[src/rtl/img_mem_arbiter.sv]
// Image BRAM arbiter: host/engine req-gnt sharing with a starvation guard,
// per-port read-return tagging and contention statistics.
module img_mem_arbiter #(
  parameter int ADDR_W   = 18,
  parameter int MAX_WAIT = 4,
  parameter int CNT_W    = 32
) (
  input  logic              clk,
  input  logic              rst,
  input  logic              host_req,
  input  logic              host_we,
  input  logic [ADDR_W-1:0] host_addr,
  input  logic [7:0]        host_wdata,
  output logic              host_gnt,
  output logic              host_rvalid,
  output logic [7:0]        host_rdata,
  input  logic              eng_req,
  input  logic              eng_we,
  input  logic [ADDR_W-1:0] eng_addr,
  input  logic [7:0]        eng_wdata,
  output logic              eng_gnt,
  output logic              eng_rvalid,
  output logic [7:0]        eng_rdata,
  output logic              mem_we,
  output logic [ADDR_W-1:0] mem_addr,
  output logic [7:0]        mem_wdata,
  input  logic [7:0]        mem_rdata,
  input  logic              clear_stats,
  output logic [CNT_W-1:0]  conflict_cnt,
  output logic [CNT_W-1:0]  force_cnt
);

  typedef enum logic [1:0] {
    TAG_NONE,
    TAG_HOST,
    TAG_ENG
  } tag_e;

  localparam logic [3:0] MAX_W4 = 4'(MAX_WAIT);

  tag_e       rd_tag;
  tag_e       tag_nxt;
  logic [3:0] wait_cnt;
  logic [3:0] wait_nxt;
  logic [7:0] host_hold;
  logic [7:0] eng_hold;
  logic       both;
  logic       force_eng;

  always_comb begin
    both      = host_req & eng_req;
    force_eng = 1'b0;
    host_gnt  = 1'b0;
    eng_gnt   = 1'b0;
    if (!rst) begin
      force_eng = both && (wait_cnt == MAX_W4);
      if (force_eng) begin
        eng_gnt = 1'b1;
      end else if (host_req) begin
        host_gnt = 1'b1;
      end else if (eng_req) begin
        eng_gnt = 1'b1;
      end
    end
  end

  always_comb begin
    mem_we    = 1'b0;
    mem_addr  = '0;
    mem_wdata = '0;
    unique case (1'b1)
      host_gnt: begin
        mem_we    = host_we;
        mem_addr  = host_addr;
        mem_wdata = host_we ? host_wdata : 8'h00;
      end
      eng_gnt: begin
        mem_we    = eng_we;
        mem_addr  = eng_addr;
        mem_wdata = eng_we ? eng_wdata : 8'h00;
      end
      default: ;
    endcase
  end

  // Tag each granted read so the next-cycle BRAM data finds its owner
  always_comb begin
    tag_nxt = TAG_NONE;
    if (host_gnt && !host_we) begin
      tag_nxt = TAG_HOST;
    end else if (eng_gnt && !eng_we) begin
      tag_nxt = TAG_ENG;
    end
  end

  always_comb begin
    wait_nxt = 4'd0;
    if (eng_req && !eng_gnt) begin
      wait_nxt = (wait_cnt >= MAX_W4) ? MAX_W4 : wait_cnt + 4'd1;
    end
  end

  always_ff @(posedge clk or posedge rst) begin
    if (rst) begin
      rd_tag   <= TAG_NONE;
      wait_cnt <= 4'd0;
    end else begin
      rd_tag   <= tag_nxt;
      wait_cnt <= wait_nxt;
    end
  end

  always_ff @(posedge clk or posedge rst) begin
    if (rst) begin
      host_hold <= 8'h00;
      eng_hold  <= 8'h00;
    end else begin
      if (rd_tag == TAG_HOST) host_hold <= mem_rdata;
      if (rd_tag == TAG_ENG)  eng_hold  <= mem_rdata;
    end
  end

  assign host_rvalid = (rd_tag == TAG_HOST);
  assign eng_rvalid  = (rd_tag == TAG_ENG);
  assign host_rdata  = host_rvalid ? mem_rdata : host_hold;
  assign eng_rdata   = eng_rvalid ? mem_rdata : eng_hold;

  always_ff @(posedge clk or posedge rst) begin
    if (rst) begin
      conflict_cnt <= '0;
      force_cnt    <= '0;
    end else if (clear_stats) begin
      conflict_cnt <= '0;
      force_cnt    <= '0;
    end else begin
      if (both)      conflict_cnt <= conflict_cnt + CNT_W'(1);
      if (force_eng) force_cnt    <= force_cnt + CNT_W'(1);
    end
  end

endmodule

[config.mk]
export PLATFORM = sky130hd
export DESIGN_NAME = img_mem_arbiter
export DESIGN_NICKNAME = d
export VERILOG_FILES = /design/src/rtl/img_mem_arbiter.sv
export SDC_FILE = /design/constraint.sdc
export NUM_CORES = 1
export LEC_CHECK = 0
export ABC_CLOCK_PERIOD_IN_PS = 3600
export BUFFER_PORTS_ARGS = -buffer_cell sky130_fd_sc_hd__buf_2
export CORE_ASPECT_RATIO = 0.8
export CORE_MARGIN = 3
export CORE_UTILIZATION = 49
export DETAILED_ROUTE_END_ITERATION = 16
export PLACE_DENSITY = 0.79
export SETUP_SLACK_MARGIN = 0.1
export SKIP_CTS_REPAIR_TIMING = 1
export SLEW_MARGIN = 20
export SYNTH_ARGS = -nofsm -noshare
export SYNTH_HDL_FRONTEND = slang
export SYNTH_SLANG_ARGS = --single-unit
[constraint.sdc]
create_clock -name clk -period 3.6 [get_ports clk]
set_clock_uncertainty 0.15 [all_clocks]
set_input_delay 0.54 -clock clk [delete_from_list [all_inputs] [get_ports clk]]
set_output_delay 0.54 -clock clk [all_outputs]
set_load 0.05 [all_outputs]
# Word level (Yosys, flattened, before mapping)

Cells that the tools add are included.

Flip-flop bits (word level): 86
Input bits: 67
Word-level logic and storage cells: 46
Output and inout bits: 111

Order comparisons: 1
Add/sub/neg operators: 3
Equality and inequality tests: 3
Bitwise operators: 1
Mux-type cells: 23
Reductions and logical operators: 9

Operators with widths:

| operator                                            | count |
|---|---|
| two-way mux 32 bit                                  | 4 |
| adder 32 x 1 -> 32 bit, second input constant       | 2 |
| case mux 18 bit (2 select lines)                    | 1 |
| two-way mux 8 bit                                   | 4 |
| case mux 8 bit (2 select lines)                     | 1 |
| two-way mux 1 bit                                   | 8 |
| two-way mux 4 bit                                   | 2 |
| adder 4 x 1 -> 4 bit, second input constant         | 1 |
| equality test 4 x 3 -> 1 bit, second input constant | 1 |
| >= comparator 4 x 3 -> 1 bit, second input constant | 1 |
| logical AND 1 bit                                   | 4 |
| two-way mux 2 bit                                   | 2 |
| nonzero test 2 bit                                  | 2 |
| logical NOT 1 bit                                   | 3 |
| equality test 2 x 1 -> 1 bit, second input constant | 1 |
| equality test 2 bit, second input constant          | 1 |
| case mux 1 bit (2 select lines)                     | 1 |
| AND 1 bit                                           | 1 |

# Logic depth before layout (Yosys ltp)

Gate-level depths: netlist of run 1.

Word-level depth: 7
Mapped depth: 7
Gate-level depth less buffers: 6

# Worst setup path after synthesis of run 1

No wires, ideal clock.

Kind: input-to-output
From: input port host_req
To: output port mem_addr[12]
Slack: 644 ps
Data arrival time: 2,266 ps
Stages: 5
Buffers on the path: 2
Cell sequence: nor2b_1 > clkbuf_1 > nor2b_1 > clkbuf_1 > a22o_1

Cells in the longest elaborated chain, start to end: 5
Elaborated cells between the ends (all ways): 9
Those cells by class: mux: 7; bitwise: 1; reduce/logical: 1

RTL lines:

| item                                 | line | text |
|---|---|---|
| start, declared                      | 10   | `input logic host_req,` |
| AND 1 bit                            | 51   | `both = host_req & eng_req;` |
| logical AND 1 bit                    | 56   | `force_eng = both && (wait_cnt == MAX_W4);` |
| two-way mux 1 bit (*)                | 57   | `if (force_eng) begin` |
| two-way mux 1 bit (*)                | 55   | `if (!rst) begin` |
| via host_gnt                         | 14   | `output logic host_gnt,` |
| case mux 18 bit (2 select lines) (*) | 71   | `unique case (1'b1)` |
| end, declared                        | 25   | `output logic [ADDR_W-1:0] mem_addr,` |

Mark *: on every way through the listed nets, which the timed path passes. The rest lies on a longest branch.

# Final worst setup path of run 1

From: input port host_req
To: output port mem_wdata[0]

Cells in the longest elaborated chain, start to end: 5
Elaborated cells between the ends (all ways): 9
Those cells by class: mux: 7; bitwise: 1; reduce/logical: 1

RTL lines:

| item                                | line | text |
|---|---|---|
| AND 1 bit                           | 51   |  |
| logical AND 1 bit                   | 56   |  |
| two-way mux 1 bit                   | 57   |  |
| two-way mux 1 bit                   | 55   |  |
| case mux 8 bit (2 select lines) (*) | 71   |  |
| end, declared                       | 26   | `output logic [7:0] mem_wdata,` |

Mark *: on every way between the ends. The rest lies on a longest branch, timed or not.

==> impl_metrics.yaml, run 1 <==
routing:
  detail_route.wl_per_cell_um: 18.5
  route.antenna.remaining_nets: 0
  wirelength_um: 13700
  via_count: 4476
  number_of_drc_violations_after_detailed_routing_iteration_0: 344
  drtPass1Iterations: 7
  post-route-drc-count: 0
  vias_per_cell: 6.03
power_and_ir_drop:
  worst_vdd_rail_ir_drop_mv: 0.251
  p_switching_mw: 0.763
  p_leak_nw: 2.74
  report.power.total_mw: 2.44
  p_clk_frac: 0.381
  power.share.combinational: 0.198
  internal_power_mw: 1.68
  seq_power_share: 0.421
  sw_frac_of_total: 0.313
  power.density_cell_area_nw_per_um2: 421
setup_path:
  worst_setup_path_start_kind: "input port"
  cp_data_arrival_time_ps: 2450
  cp-startpoint: "host_req"
  crit_type: "input port to output port"
  setup.worst_path.end: "mem_wdata[0]"
  setup.reg_to_reg.worst_slack_ps: 1130
  worst_setup_path_end_kind: "output port"
  timing.rr.end: "force_cnt[31]"
  crit_fanout: 9
  cp_data_required_time_ps: 2910
  register_to_register_path_depth: 7
  worst_r2r_startpoint: "wait_cnt[0]"
sta:
  min_period_ps: 3140
  rsz_0062_raised_after_global_routing: "false"
  timing.final.crit_share: 0.872
  timing.fmax_mhz: 318
  slew-limit-headroom: 0.379
  report.final.setup_viol: 0
  finalHoldViolCount: 0
  totalNegativeSetupSlack_ps: 0
  worst_margin_pin_slew_ps: 931
  worst_hold_slack_ps: 216
  report.final.slew_viol_count: 0
cts:
  cts_root_buffer: "sky130_fd_sc_hd__clkbuf_16"
  numCtsBuffers: 9
  clock_path_buffers: 2
  htree_num_levels: 3
  cts_tree: "built"
  total_clock_sinks: 86
  cts.clk_slew.worst_paths_ps: 60
  clock_insertion_delay_worst_skew_ps: 330
final_layout:
  area_of_the_multi_input_gates_um2: 2230
  ff_latch_area_um2: 2150
  final_core_util: 0.663
  syn_to_final_growth_pct: 27.4
  mostFrequentLayoutCell: "sky130_fd_sc_hd__buf_2"
  final_layout_size_suffix_gt1_frac: 0.359
  final_nets: 695
  fillerInstances: 699
  layout_common_cells: "177 x sky130_fd_sc_hd__buf_2, 86 x sky130_fd_sc_hd__dfrtp_1, 46 x sky130_fd_sc_hd__a21oi_1, 31 x sky130_fd_sc_hd__o31ai_1, 31 x sky130_fd_sc_hd__or4_1"
placement:
  dp_hpwl_um: 10300
  place_congestion: 1.01
  total_of_buffers_placed_on_input_and_output_ports: 177
die:
  placement_rows: 30
  die-area_um2: 10500
  initial_utilization: 0.521
  fp.coreArea_um2: 8750
  die_w_um: 114
  num_io_pins: 178
  die_height_um: 92.2
yosys:
  ys_types: 38
  syn_nets: 530
  synth_area_um2: 4550
  synth_warnings: 0
  ys_ff_latch: 86
  number_of_instances_in_the_synthesized_netlist: 459
  post_synth.cell_area_avg_um2: 9.92
  seq_area_frac_synth: 0.473
global_route:
  grt_pass1_wl_um: 22000
  grt_antenna_before_repair: 1
  vias_in_the_first_global_route: 4359
  pin_count_of_the_biggest_net_entering_global_routing: 52
  globalRoute.totalOverflow: 0
  grt_util_all_layers: 0.262
status:
  run_status: "completed"
hold_path:
  min_path_type: "input port to flip-flop"
run:
  max-cap-violations: 0
[worst min path at each step]
stage,from,endpoint,slack [ps],depth (start not counted)
CTS,eng_we,rd_tag[1],210,2
global route,eng_we,rd_tag[1],210,2
detailed placement,wait_cnt[0],wait_cnt[0],310,1
floorplan,wait_cnt[0],wait_cnt[0],290,1
finish,eng_we,rd_tag[1],220,2
global placement,wait_cnt[0],wait_cnt[0],310,1
[power by group through the flow]
| stage | Clock [mW] | Sequential (mW) | Combinational [mW] |
|---|---|---|---|
| 2_1_floorplan | 0 | 1.05 | 0.346 |
| 3_3_place_gp | 0 | 1.04 | 0.481 |
| 3_5_place_dp | 0 | 1.05 | 0.485 |
| 4_1_cts | 0.943 | 1.03 | 0.486 |
| 5_1_grt | 0.989 | 1.03 | 0.508 |
| 6_report | 0.929 | 1.03 | 0.483 |
[state kept, by name (all words and copies together), names as in the netlist]
signal,flops
wait_cnt,4
force_cnt,32
host_hold,8
eng_hold,8
rd_tag,2
conflict_cnt,32
[cells in the mapped netlist, drive strengths merged]
| cell | count | area (um2) |
|---|---|---|
| a21oi | 46 | 230 |
| ha | 4 | 50.1 |
| and2 | 8 | 50.1 |
| or4 | 31 | 233 |
| nor4b | 1 | 8.76 |
| inv | 11 | 41.3 |
| nand4bb | 1 | 11.3 |
| o31a | 1 | 8.76 |
| nor4 | 4 | 25.0 |
| or2 | 2 | 12.5 |
| clkbuf | 22 | 82.6 |
| and4b | 2 | 20.0 |
| conb | 1 | 3.75 |
| o21ai | 13 | 65.1 |
| a22o | 26 | 228 |
| or4b | 1 | 13.8 |
| nand2 | 22 | 82.6 |
| dfrtp | 86 | 2150 |
| buf | 7 | 46.3 |
| nand3 | 23 | 120 |
| and4 | 8 | 70.1 |
| or3 | 13 | 83.8 |
| nand2b | 3 | 18.8 |
| nor2 | 19 | 71.3 |
| nor2b | 7 | 43.8 |
| nand3b | 1 | 7.51 |
| o31ai | 31 | 233 |
| and3 | 6 | 38.8 |
| o21ba | 1 | 10.0 |
| nand4 | 24 | 150 |
| xnor2 | 2 | 17.5 |
| mux2 | 18 | 203 |
| xor2 | 14 | 123 |
[per-layer routing]
| metal | wire, um | part of all wire | global-route usage |
|---|---|---|---|
| met1 | 5370 | 0.39 | 0.322 |
| met2 | 6940 | 0.51 | 0.442 |
| met3 | 915 | 0.067 | 0.0699 |
| met4 | 469 | 0.034 | 0.0989 |
| met5 | 0 | 0 | 0 |
[final cells by class]
class	instances	area share
Multi-Input combinational cell	333	0.385
Sequential cell	86	0.371
Clock buffer	9	0.0388
Inverter	11	0.00733
Tap cell	112	0.0242
Antenna cell	1	0.000431
Timing Repair Buffer	183	0.160
Clock inverter	7	0.0129
[kinds of logic after synthesis]
| logic type | share of synthesized area |
|---|---|
| xor gates and xnor gates | 0.0308 |
| adders and majority gates | 0.0110 |
| and+or+nand+nor | 0.233 |
| AOI/OAI and AO/OA | 0.170 |
| DFF | 0.473 |
| other | 0.000823 |
| buffers and inverters | 0.0374 |
| muxes | 0.0445 |
[critical path, cell delays in order]
cell and delay [ps]:
sky130_fd_sc_hd__buf_2 160, sky130_fd_sc_hd__nor2b_1 470, sky130_fd_sc_hd__nor2b_1 460, sky130_fd_sc_hd__and2_1 380, sky130_fd_sc_hd__a22o_1 190, sky130_fd_sc_hd__buf_2 260
[stage by stage]
step                      std cells  area, um2  worst slack [ps]
after detailed placement        725       5500               493
after global placement          725       5500               628
after floorplan                 459       4550               644
after global routing            742       5800               321
after CTS                       741       5800               495
final                           742       5800               459
Note: power is estimated with default switching activity, not from simulation.
==> run 2, diff against run 1 <==
- PLACE_DENSITY: 0.79 -> 0.8
==> run 2 against run 1 <==
Compared with the run above: non-clock buffer count increased by 1; sequential power hardly changed; global-route usage shrank 0.28 points; fmax fell by 2.2%; clock power up 9%; wire length down 0.52%; largest power group unchanged.
==> impl_metrics.yaml, run 2 (synthesis gave the netlist of run 1 again) <==
setup_path:
  setup.reg_to_reg.worst_slack_ps: 1120
  slowest_delay_ps: 500
  crit_fanout: 9
  crit_path_top_delay_cell: "sky130_fd_sc_hd__nor2b_1"
  crit_type: "flip-flop to output port"
  cp_data_required_time_ps: 2910
  worst_setup_path_end_kind: "output port"
  register_to_register_path_depth: 4
  worst_r2r_startpoint: "force_cnt[4]"
  timing.critical_path.buf_inv: 2
  timing.rr.end: "force_cnt[31]"
  critical_path.top_delay_family: "simple AND/OR/NAND/NOR gates"
  cp_data_arrival_time_ps: 2520
  worst_setup_path_start_kind: "flip-flop"
  critical_path.cell_chain: "inv_1 > ha_1 > and4b_1 > nor2b_1 > and2_1 > a22o_1 > buf_2"
placement:
  placed_standard_cell_area_um2: 5510
  place_congestion: 0.975
  total_of_buffers_placed_on_input_and_output_ports: 177
  dp_hpwl_um: 10200
cts:
  numCtsBuffers: 9
  htree_num_levels: 3
  clock_path_buffers: 2
  cts_root_buffer: "sky130_fd_sc_hd__clkbuf_16"
  cts_tree: "built"
  clock_insertion_delay_worst_skew_ps: 340
  cts.clk_slew.worst_paths_ps: 60
  total_clock_sinks: 86
die:
  die_height_um: 92.2
  initial_utilization: 0.521
  die_w_um: 114
  die-area_um2: 10500
  fp.coreArea_um2: 8750
  num_io_pins: 178
  placement_rows: 30
sta:
  totalNegativeSetupSlack_ps: 0
  finalHoldViolCount: 0
  min_period_ps: 3210
  report.final.slew_viol_count: 0
  report.final.setup_viol: 0
  timing.fmax_mhz: 311
  slew-limit-headroom: 0.375
  rsz_0062_raised_after_global_routing: "false"
  timing.final.crit_share: 0.892
  worst_margin_pin_slew_ps: 938
global_route:
  grt_pass1_wl_um: 21700
  vias_in_the_first_global_route: 4308
  globalRoute.totalOverflow: 0
  grt_antenna_before_repair: 0
  pin_count_of_the_biggest_net_entering_global_routing: 53
  grt_util_all_layers: 0.259
power_and_ir_drop:
  power.density_cell_area_nw_per_um2: 434
  p_leak_nw: 2.77
  worst_vdd_rail_ir_drop_mv: 0.265
  report.power.total_mw: 2.53
hold_path:
  min_path_type: "input port to asynchronous set/reset pin"
routing:
  vias_per_cell: 6.01
  post-route-drc-count: 0
  wirelength_um: 13600
  number_of_drc_violations_after_detailed_routing_iteration_0: 414
  route.antenna.remaining_nets: 0
  via_count: 4458
  drtPass1Iterations: 5
  detail_route.wl_per_cell_um: 18.4
final_layout:
  insertedDiodeCount: 0
  final_core_util: 0.667
  syn_to_final_growth_pct: 28.0
  post-route-cell-area_um2: 5830
  final_nets: 696
  layout_common_cells: "177 x sky130_fd_sc_hd__buf_2, 86 x sky130_fd_sc_hd__dfrtp_1, 46 x sky130_fd_sc_hd__a21oi_1, 31 x sky130_fd_sc_hd__o31ai_1, 31 x sky130_fd_sc_hd__or4_1"
  top_regs: "conflict_cnt x32, force_cnt x32"
  mostFrequentLayoutCell: "sky130_fd_sc_hd__buf_2"
  final_layout_size_suffix_gt1_frac: 0.359
  fillerInstances: 712
status:
  run_status: "completed"
run:
  max-cap-violations: 0
-- run 2: area by class of cell --
cell class	count	area, um2	share of cell area
multi-input cells	333	2230	0.383
repair buffers	184	938	0.161
well taps	112	140	0.0240
flip-flops and latches	86	2150	0.369
inverters	11	42.5	0.00730
clock inverters	5	82.6	0.0142
clock buffers	11	243	0.0416
-- run 2: report_power, final --
part	leakage, nW	internal, mW	switching [mW]
clock	0.160	0.629	0.384
combinational	1.45	0.126	0.361
sequential	1.16	1.01	0.0151
total	2.77	1.77	0.760
-- run 2: layer usage --
metal	vias up	global-route usage	wire, um
li1	2079	-	-
met4	0	0.112	383
met5	-	0	0
met1	2174	0.311	5360
met3	24	0.0587	909
met2	181	0.446	6970
-- run 2: stage by stage --
| stage | instances | setup WS [ps] | hold slack, ps |
|---|---|---|---|
| after floorplan | 459 | 644 | 289 |
| after global placement | 726 | 674 | 302 |
| after detailed placement | 726 | 583 | 315 |
| after CTS | 742 | 398 | 206 |
| after global routing | 742 | 213 | 219 |
| final | 742 | 388 | 202 |
-- run 2: worst max path at each step --
stage / from / to / slack [ps] / depth (start not counted)
final: wait_cnt[0] / mem_wdata[5] / 390 / 7
after global routing: wait_cnt[0] / mem_wdata[5] / 210 / 7
after CTS: wait_cnt[0] / mem_wdata[5] / 400 / 7
after detailed placement: host_req / mem_wdata[5] / 580 / 7
after global placement: host_req / mem_wdata[2] / 670 / 7
after floorplan: host_req / mem_addr[12] / 640 / 5
